### src/rtl/alu_cmd_driver.sv
// Drives single commands into a fixed-latency ALU. Each result, its flags and
// its opcode are queued in a response FIFO for a valid/ready consumer.
module alu_cmd_driver #(
    parameter int WIDTH = 4,
    parameter int LAT   = 1,
    parameter int DEPTH = 4
) (
    input  logic             i_clk,
    input  logic             i_rst,
    input  logic             i_cmd_valid,
    output logic             o_cmd_ready,
    input  logic [WIDTH-1:0] i_cmd_a,
    input  logic [WIDTH-1:0] i_cmd_b,
    input  logic [1:0]       i_cmd_oper,
    output logic [WIDTH-1:0] o_alu_arg0,
    output logic [WIDTH-1:0] o_alu_arg1,
    output logic [1:0]       o_alu_oper,
    input  logic [WIDTH-1:0] i_alu_result,
    input  logic [3:0]       i_alu_flag,
    output logic             o_rsp_valid,
    input  logic             i_rsp_ready,
    output logic [WIDTH-1:0] o_rsp_result,
    output logic [3:0]       o_rsp_flag,
    output logic [1:0]       o_rsp_oper,
    output logic             o_busy,
    output logic [7:0]       o_err_cnt
);

    localparam int PTR_W = (DEPTH > 1) ? $clog2(DEPTH) : 1;
    localparam logic [2:0]     LAT_L   = 3'(LAT);
    localparam logic [PTR_W:0] DEPTH_L = (PTR_W + 1)'(DEPTH);

    typedef enum logic {
        IDLE,
        WAIT
    } state_e;

    state_e           state_q, state_d;
    logic [2:0]       cnt_q, cnt_d;
    logic [WIDTH-1:0] arg0_q, arg0_d;
    logic [WIDTH-1:0] arg1_q, arg1_d;
    logic [1:0]       oper_q, oper_d;
    logic [7:0]       err_cnt_q, err_cnt_d;

    logic [PTR_W-1:0] wr_ptr_q, wr_ptr_d;
    logic [PTR_W-1:0] rd_ptr_q, rd_ptr_d;
    logic [PTR_W:0]   count_q, count_d;

    logic [WIDTH-1:0] mem_result_q [DEPTH];
    logic [3:0]       mem_flag_q   [DEPTH];
    logic [1:0]       mem_oper_q   [DEPTH];

    logic cmd_ready;
    logic accept;
    logic push;
    logic pop;

    // Command FSM. The opcode register that feeds the ALU also serves as the
    // latched opcode echoed into the response, since it holds until the next accept.
    always_comb begin
        state_d   = state_q;
        cnt_d     = cnt_q;
        arg0_d    = arg0_q;
        arg1_d    = arg1_q;
        oper_d    = oper_q;
        push      = 1'b0;
        cmd_ready = (state_q == IDLE) && (count_q < DEPTH_L);
        accept    = i_cmd_valid && cmd_ready;

        case (state_q)
            IDLE: begin
                if (accept) begin
                    state_d = WAIT;
                    cnt_d   = LAT_L;
                    arg0_d  = i_cmd_a;
                    arg1_d  = i_cmd_b;
                    oper_d  = i_cmd_oper;
                end
            end
            WAIT: begin
                if (cnt_q != 3'd0) begin
                    cnt_d = cnt_q - 3'd1;
                end else begin
                    push    = 1'b1;
                    state_d = IDLE;
                end
            end
            default: begin
                state_d = IDLE;
            end
        endcase
    end

    // Pointer and occupancy update; a simultaneous push and pop cancel in the count.
    always_comb begin
        wr_ptr_d  = wr_ptr_q;
        rd_ptr_d  = rd_ptr_q;
        count_d   = count_q;
        err_cnt_d = err_cnt_q;
        pop       = (count_q != '0) && i_rsp_ready;

        if (push) begin
            wr_ptr_d = wr_ptr_q + 1'b1;
        end
        if (pop) begin
            rd_ptr_d = rd_ptr_q + 1'b1;
        end
        if (push && !pop) begin
            count_d = count_q + 1'b1;
        end else if (pop && !push) begin
            count_d = count_q - 1'b1;
        end

        if (push && i_alu_flag[0] && (err_cnt_q != 8'hFF)) begin
            err_cnt_d = err_cnt_q + 8'd1;
        end
    end

    always_ff @(posedge i_clk) begin
        if (i_rst) begin
            state_q   <= IDLE;
            cnt_q     <= 3'd0;
            arg0_q    <= '0;
            arg1_q    <= '0;
            oper_q    <= 2'b00;
            err_cnt_q <= 8'd0;
            wr_ptr_q  <= '0;
            rd_ptr_q  <= '0;
            count_q   <= '0;
        end else begin
            state_q   <= state_d;
            cnt_q     <= cnt_d;
            arg0_q    <= arg0_d;
            arg1_q    <= arg1_d;
            oper_q    <= oper_d;
            err_cnt_q <= err_cnt_d;
            wr_ptr_q  <= wr_ptr_d;
            rd_ptr_q  <= rd_ptr_d;
            count_q   <= count_d;
        end
    end

    // Storage needs no reset: an emptied FIFO never exposes stale entries.
    always_ff @(posedge i_clk) begin
        if (push && !i_rst) begin
            mem_result_q[wr_ptr_q] <= i_alu_result;
            mem_flag_q[wr_ptr_q]   <= i_alu_flag;
            mem_oper_q[wr_ptr_q]   <= oper_q;
        end
    end

    assign o_cmd_ready  = cmd_ready;
    assign o_alu_arg0   = arg0_q;
    assign o_alu_arg1   = arg1_q;
    assign o_alu_oper   = oper_q;
    assign o_rsp_valid  = (count_q != '0);
    assign o_rsp_result = mem_result_q[rd_ptr_q];
    assign o_rsp_flag   = mem_flag_q[rd_ptr_q];
    assign o_rsp_oper   = mem_oper_q[rd_ptr_q];
    assign o_busy       = (state_q != IDLE);
    assign o_err_cnt    = err_cnt_q;

endmodule

### config.mk
export PLATFORM = sky130hd
export DESIGN_NAME = alu_cmd_driver
export DESIGN_NICKNAME = d
export VERILOG_FILES = /design/src/rtl/alu_cmd_driver.sv
export SDC_FILE = /design/constraint.sdc
export NUM_CORES = 1
export LEC_CHECK = 0
export CAP_MARGIN = 10
export CORE_ASPECT_RATIO = 1.75
export CORE_UTILIZATION = 52
export CTS_CLUSTER_SIZE = 10
export DETAILED_ROUTE_END_ITERATION = 6
export GPL_TIMING_DRIVEN = 0
export PLACE_DENSITY = 0.79
export SYNTH_ARGS = -nofsm -noshare
export SYNTH_HDL_FRONTEND = slang
export SYNTH_SLANG_ARGS = --single-unit
### constraint.sdc
create_clock -name i_clk -period 3.2 [get_ports i_clk]
set_clock_uncertainty 0.2 [all_clocks]
set_input_delay 0.8 -clock i_clk [delete_from_list [all_inputs] [get_ports i_clk]]
set_output_delay 0.8 -clock i_clk [all_outputs]
set_load 0.005 [all_outputs]
==> results of run 1 <==
-- per-layer routing --
| metal | GRT usage (%) | routed length (um) | vias up |
|---|---|---|---|
| met1 | 20.5 | 1940 | 901 |
| met5 | 0 | 0 | - |
| met3 | 6.03 | 229 | 10 |
| li1 | - | - | 921 |
| met4 | 11.7 | 135 | 0 |
| met2 | 33.6 | 2680 | 42 |
-- tightest hold or removal path, stage by stage (launching register included) --
cell and delay (ns):
dfxtp_1 0.31, nand2_1 0.05, a21oi_1 0.05
-- worst paths after layout --
path / slack, ns / from / endpoint
setup / recovery: 0.19 / flop / o_rsp_oper[0]
hold / removal: 0.26 / o_alu_arg0[0]$_SDFFE_PP0P_ / o_alu_arg0[0]$_SDFFE_PP0P_
setup reg to reg: 0.59 / cnt_q[0]$_SDFFE_PP0P_ / count_q[2]$_SDFFE_PP0P_
hold reg to reg: 0.26 / o_alu_arg0[0]$_SDFFE_PP0P_ / o_alu_arg0[0]$_SDFFE_PP0P_
-- power by group through the flow --
stage          clock network [W]  logic (W)  registers [W]
6_report                0.000683   0.000650        0.00111
5_1_grt                 0.000733   0.000725        0.00112
4_1_cts                 0.000700   0.000665        0.00111
3_5_place_dp                   0   0.000663        0.00113
3_3_place_gp                   0   0.000651        0.00112
2_1_floorplan                  0   0.000395        0.00112
-- cells in the mapped netlist (2+ instances only) --
master | n | share of area, %
a211oi_1 | 3 | 0.78
a21oi_1 | 15 | 2.6
a21oi_2 | 2 | 0.60
a31oi_1 | 4 | 0.86
a41oi_1 | 2 | 0.60
and2_1 | 5 | 1.1
and3_1 | 3 | 0.65
and4_1 | 2 | 0.60
buf_1 | 2 | 0.26
buf_2 | 6 | 1.0
dfxtp_1 | 31 | 21
edfxtp_1 | 40 | 41
ha_1 | 8 | 3.5
inv_1 | 7 | 0.91
mux2_4 | 2 | 1.0
mux2i_1 | 2 | 0.69
mux4_2 | 10 | 7.8
nand2_1 | 25 | 3.2
nand2b_1 | 3 | 0.65
nand3_1 | 3 | 0.52
nor2_1 | 13 | 1.7
nor2b_1 | 3 | 0.65
nor3b_1 | 2 | 0.52
or3_2 | 2 | 0.52
xor2_1 | 4 | 1.2
-- layout make-up --
type | instances | area (um2) | share of cell area, %
tap | 74 | 92.6 | 2.50
sequential | 71 | 1820 | 49.2
clock inverter | 6 | 61.3 | 1.66
multi-input combinational | 127 | 990 | 26.8
buffer | 11 | 60.1 | 1.62
clock buffer | 10 | 128 | 3.45
timing repair buffer | 52 | 520 | 14.1
inverter | 7 | 26.3 | 0.710
-- cell families after synthesis --
logic type	share of synthesized area [%]
and+or+nand+nor	11.2
DFF	62.9
adders and majority gates	4.15
buffers and inverters	2.98
xor gates and xnor gates	1.51
AOI/OAI and AO/OA	7.77
muxes	9.50
-- through the flow --
stage	area (um2)	cells	power, W
floorplan	2900	216	0.00151
global placement	3510	342	0.00178
detailed placement	3510	342	0.00179
CTS	3700	358	0.00248
global route	3700	358	0.00258
finish	3700	358	0.00244
-- sequential cells by signal, summed over array words and instances, names as in the netlist, named ones only --
| name | flops |
|---|---|
| mem_flag_q | 16 |
| o_err_cnt | 8 |
| o_busy | 1 |
| cnt_q | 3 |
| count_q | 3 |
| wr_ptr_q | 2 |
| o_alu_oper | 2 |
| mem_oper_q | 8 |
| o_alu_arg1 | 4 |
| rd_ptr_q | 2 |
| o_alu_arg0 | 4 |
| mem_result_q | 16 |
-- layout by cell type, fill, tap and decap left out, types with 6 or more instances in the layout --
| cell type | Yosys | final |
|---|---|---|
| nor2_1 | 13 | 13 |
| buf_2 | 6 | 6 |
| edfxtp_1 | 40 | 40 |
| clkbuf_8 | 0 | 9 |
| a21oi_1 | 15 | 15 |
| dfxtp_1 | 31 | 31 |
| ha_1 | 8 | 8 |
| clkdlybuf4s50_1 | 0 | 52 |
| mux4_2 | 10 | 10 |
| inv_1 | 7 | 7 |
| nand2_1 | 25 | 25 |
==> impl_metrics.env, run 1 <==
export IMPL_status="completed"
export IMPL_slew_viol_final=0
export IMPL_swShare_pct=27.0
export IMPL_p_switching_w=0.000659
export IMPL_antenna_found_initial=0
export IMPL_worstSetupPathType="reg -> out"
export IMPL_ant_nets=0
export IMPL_synth_ff_type="edfxtp_1"
export IMPL_setup_tns_final_ns=0
export IMPL_routed_via_density=5.23
export IMPL_postSynthCellCount=216
export IMPL_crit_path_top_delay_cell="buf_1"
export IMPL_diodes=0
export IMPL_fin_nets=310
export IMPL_cts_max_path_buffers=2
export IMPL_powerDensity_mw_per_mm2=660
export IMPL_io_pins=53
export IMPL_die_w_um=58.4
export IMPL_cts_buffers=9
export IMPL_clkPwrFrac_pct=28.0
export IMPL_place_congestion=0.792
export IMPL_cts_tree="built"
export IMPL_cap_violations=0
export IMPL_ys_seq_elements=71
export IMPL_worst_pin_slew_ns=0.624
export IMPL_yosysWarnings=0
export IMPL_grt_pass1_vias=1896
export IMPL_ys_async_sr_fraction_pct=0
export IMPL_cts_clk_slew_worst_paths_ns=0.07
export IMPL_fillCellCount=410
export IMPL_crit_buf_inv=2
export IMPL_area_growth_syn_to_layout_pct=27.7
export IMPL_overflow=0
export IMPL_whs_ns=0.258
export IMPL_slowest_delay_ns=0.48
export IMPL_worstHoldPathCells=2
export IMPL_drc=0
export IMPL_clock_root_buffer="clkbuf_8"
export IMPL_die_h_um=101
export IMPL_coreArea_mm2=0.00530
export IMPL_dieArea_mm2=0.00589
export IMPL_rsz0062_at_grt="false"
export IMPL_finalHoldViolCount=0
export IMPL_combPwrFrac_pct=26.6
export IMPL_row_count=35
export IMPL_worst_endpoint_arrival_ns=2.01
export IMPL_synth_edf_count=40
export IMPL_routedWlPerCell_um=13.9
export IMPL_syn_nets=247
export IMPL_worstSkewPairLatency_ns=0.34
export IMPL_worstSetupStartpointType="flop"
export IMPL_synth_area_mm2=0.00290
export IMPL_grt_max_degree=13
export IMPL_hold_buffers=0
export IMPL_crit_path_max_fanout=10
export IMPL_worst_path_stages=3
export IMPL_cts_sinks=71
export IMPL_reg2reg_depth=11
export IMPL_drtIter0Drc=62
export IMPL_path_delay_family="buffers and inverters"
export IMPL_first_pass_iters=4
export IMPL_routed_wl_mm=4.98
export IMPL_htreeDepth=3
export IMPL_final_util_pct=69.8
export IMPL_syn_area_per_cell_um2=13.4
export IMPL_end_kind="output port"
export IMPL_dr_total_vias=1874
export IMPL_path_cells="buf_1 -> mux4_2 -> clkdlybuf4s50_1"
export IMPL_p_leak_nw=1.30
export IMPL_start_util_pct=54.7
export IMPL_dpl_hpwl_mm=3.48
export IMPL_port_buffers=52
export IMPL_period_share_pct=94.0
export IMPL_clock_fmax_mhz=332
export IMPL_grt_pass1_wl_mm=8.38
export IMPL_p_int_w=0.00178
export IMPL_ir_worst_vdd_v=0.000474
export IMPL_hp_class="reg -> reg"
export IMPL_cts_setup_buffers=0
export IMPL_cts_resized=0
export IMPL_place_ws_ns=0.179
export IMPL_setup_ws_ns=0.191
export IMPL_yosys_cell_types_count=42
export IMPL_crit_required_ns=2.20
export IMPL_max_slew_margin_pct=58.4
export IMPL_track_usage_pct=19.6
export IMPL_final_min_clock_period_ns=3.01
export IMPL_yosysSeqAreaShare_pct=62.9
export IMPL_setup_viol=0
export IMPL_drive_above_1_share_pct=14.1
export IMPL_p_seq_share_pct=45.4
(Power assumes the default switching activity.)
==> run 2, diff against run 1 <==
- CAP_MARGIN: 10 -> unset
==> results of run 2 <==
No change in the layout: final DEF, timing and power equal those of run 1.
==> run 3, diff against run 2 <==
- TNS_END_PERCENT: unset -> 100
==> results of run 3 <==
No change in the layout: final DEF, timing and power equal those of run 1.
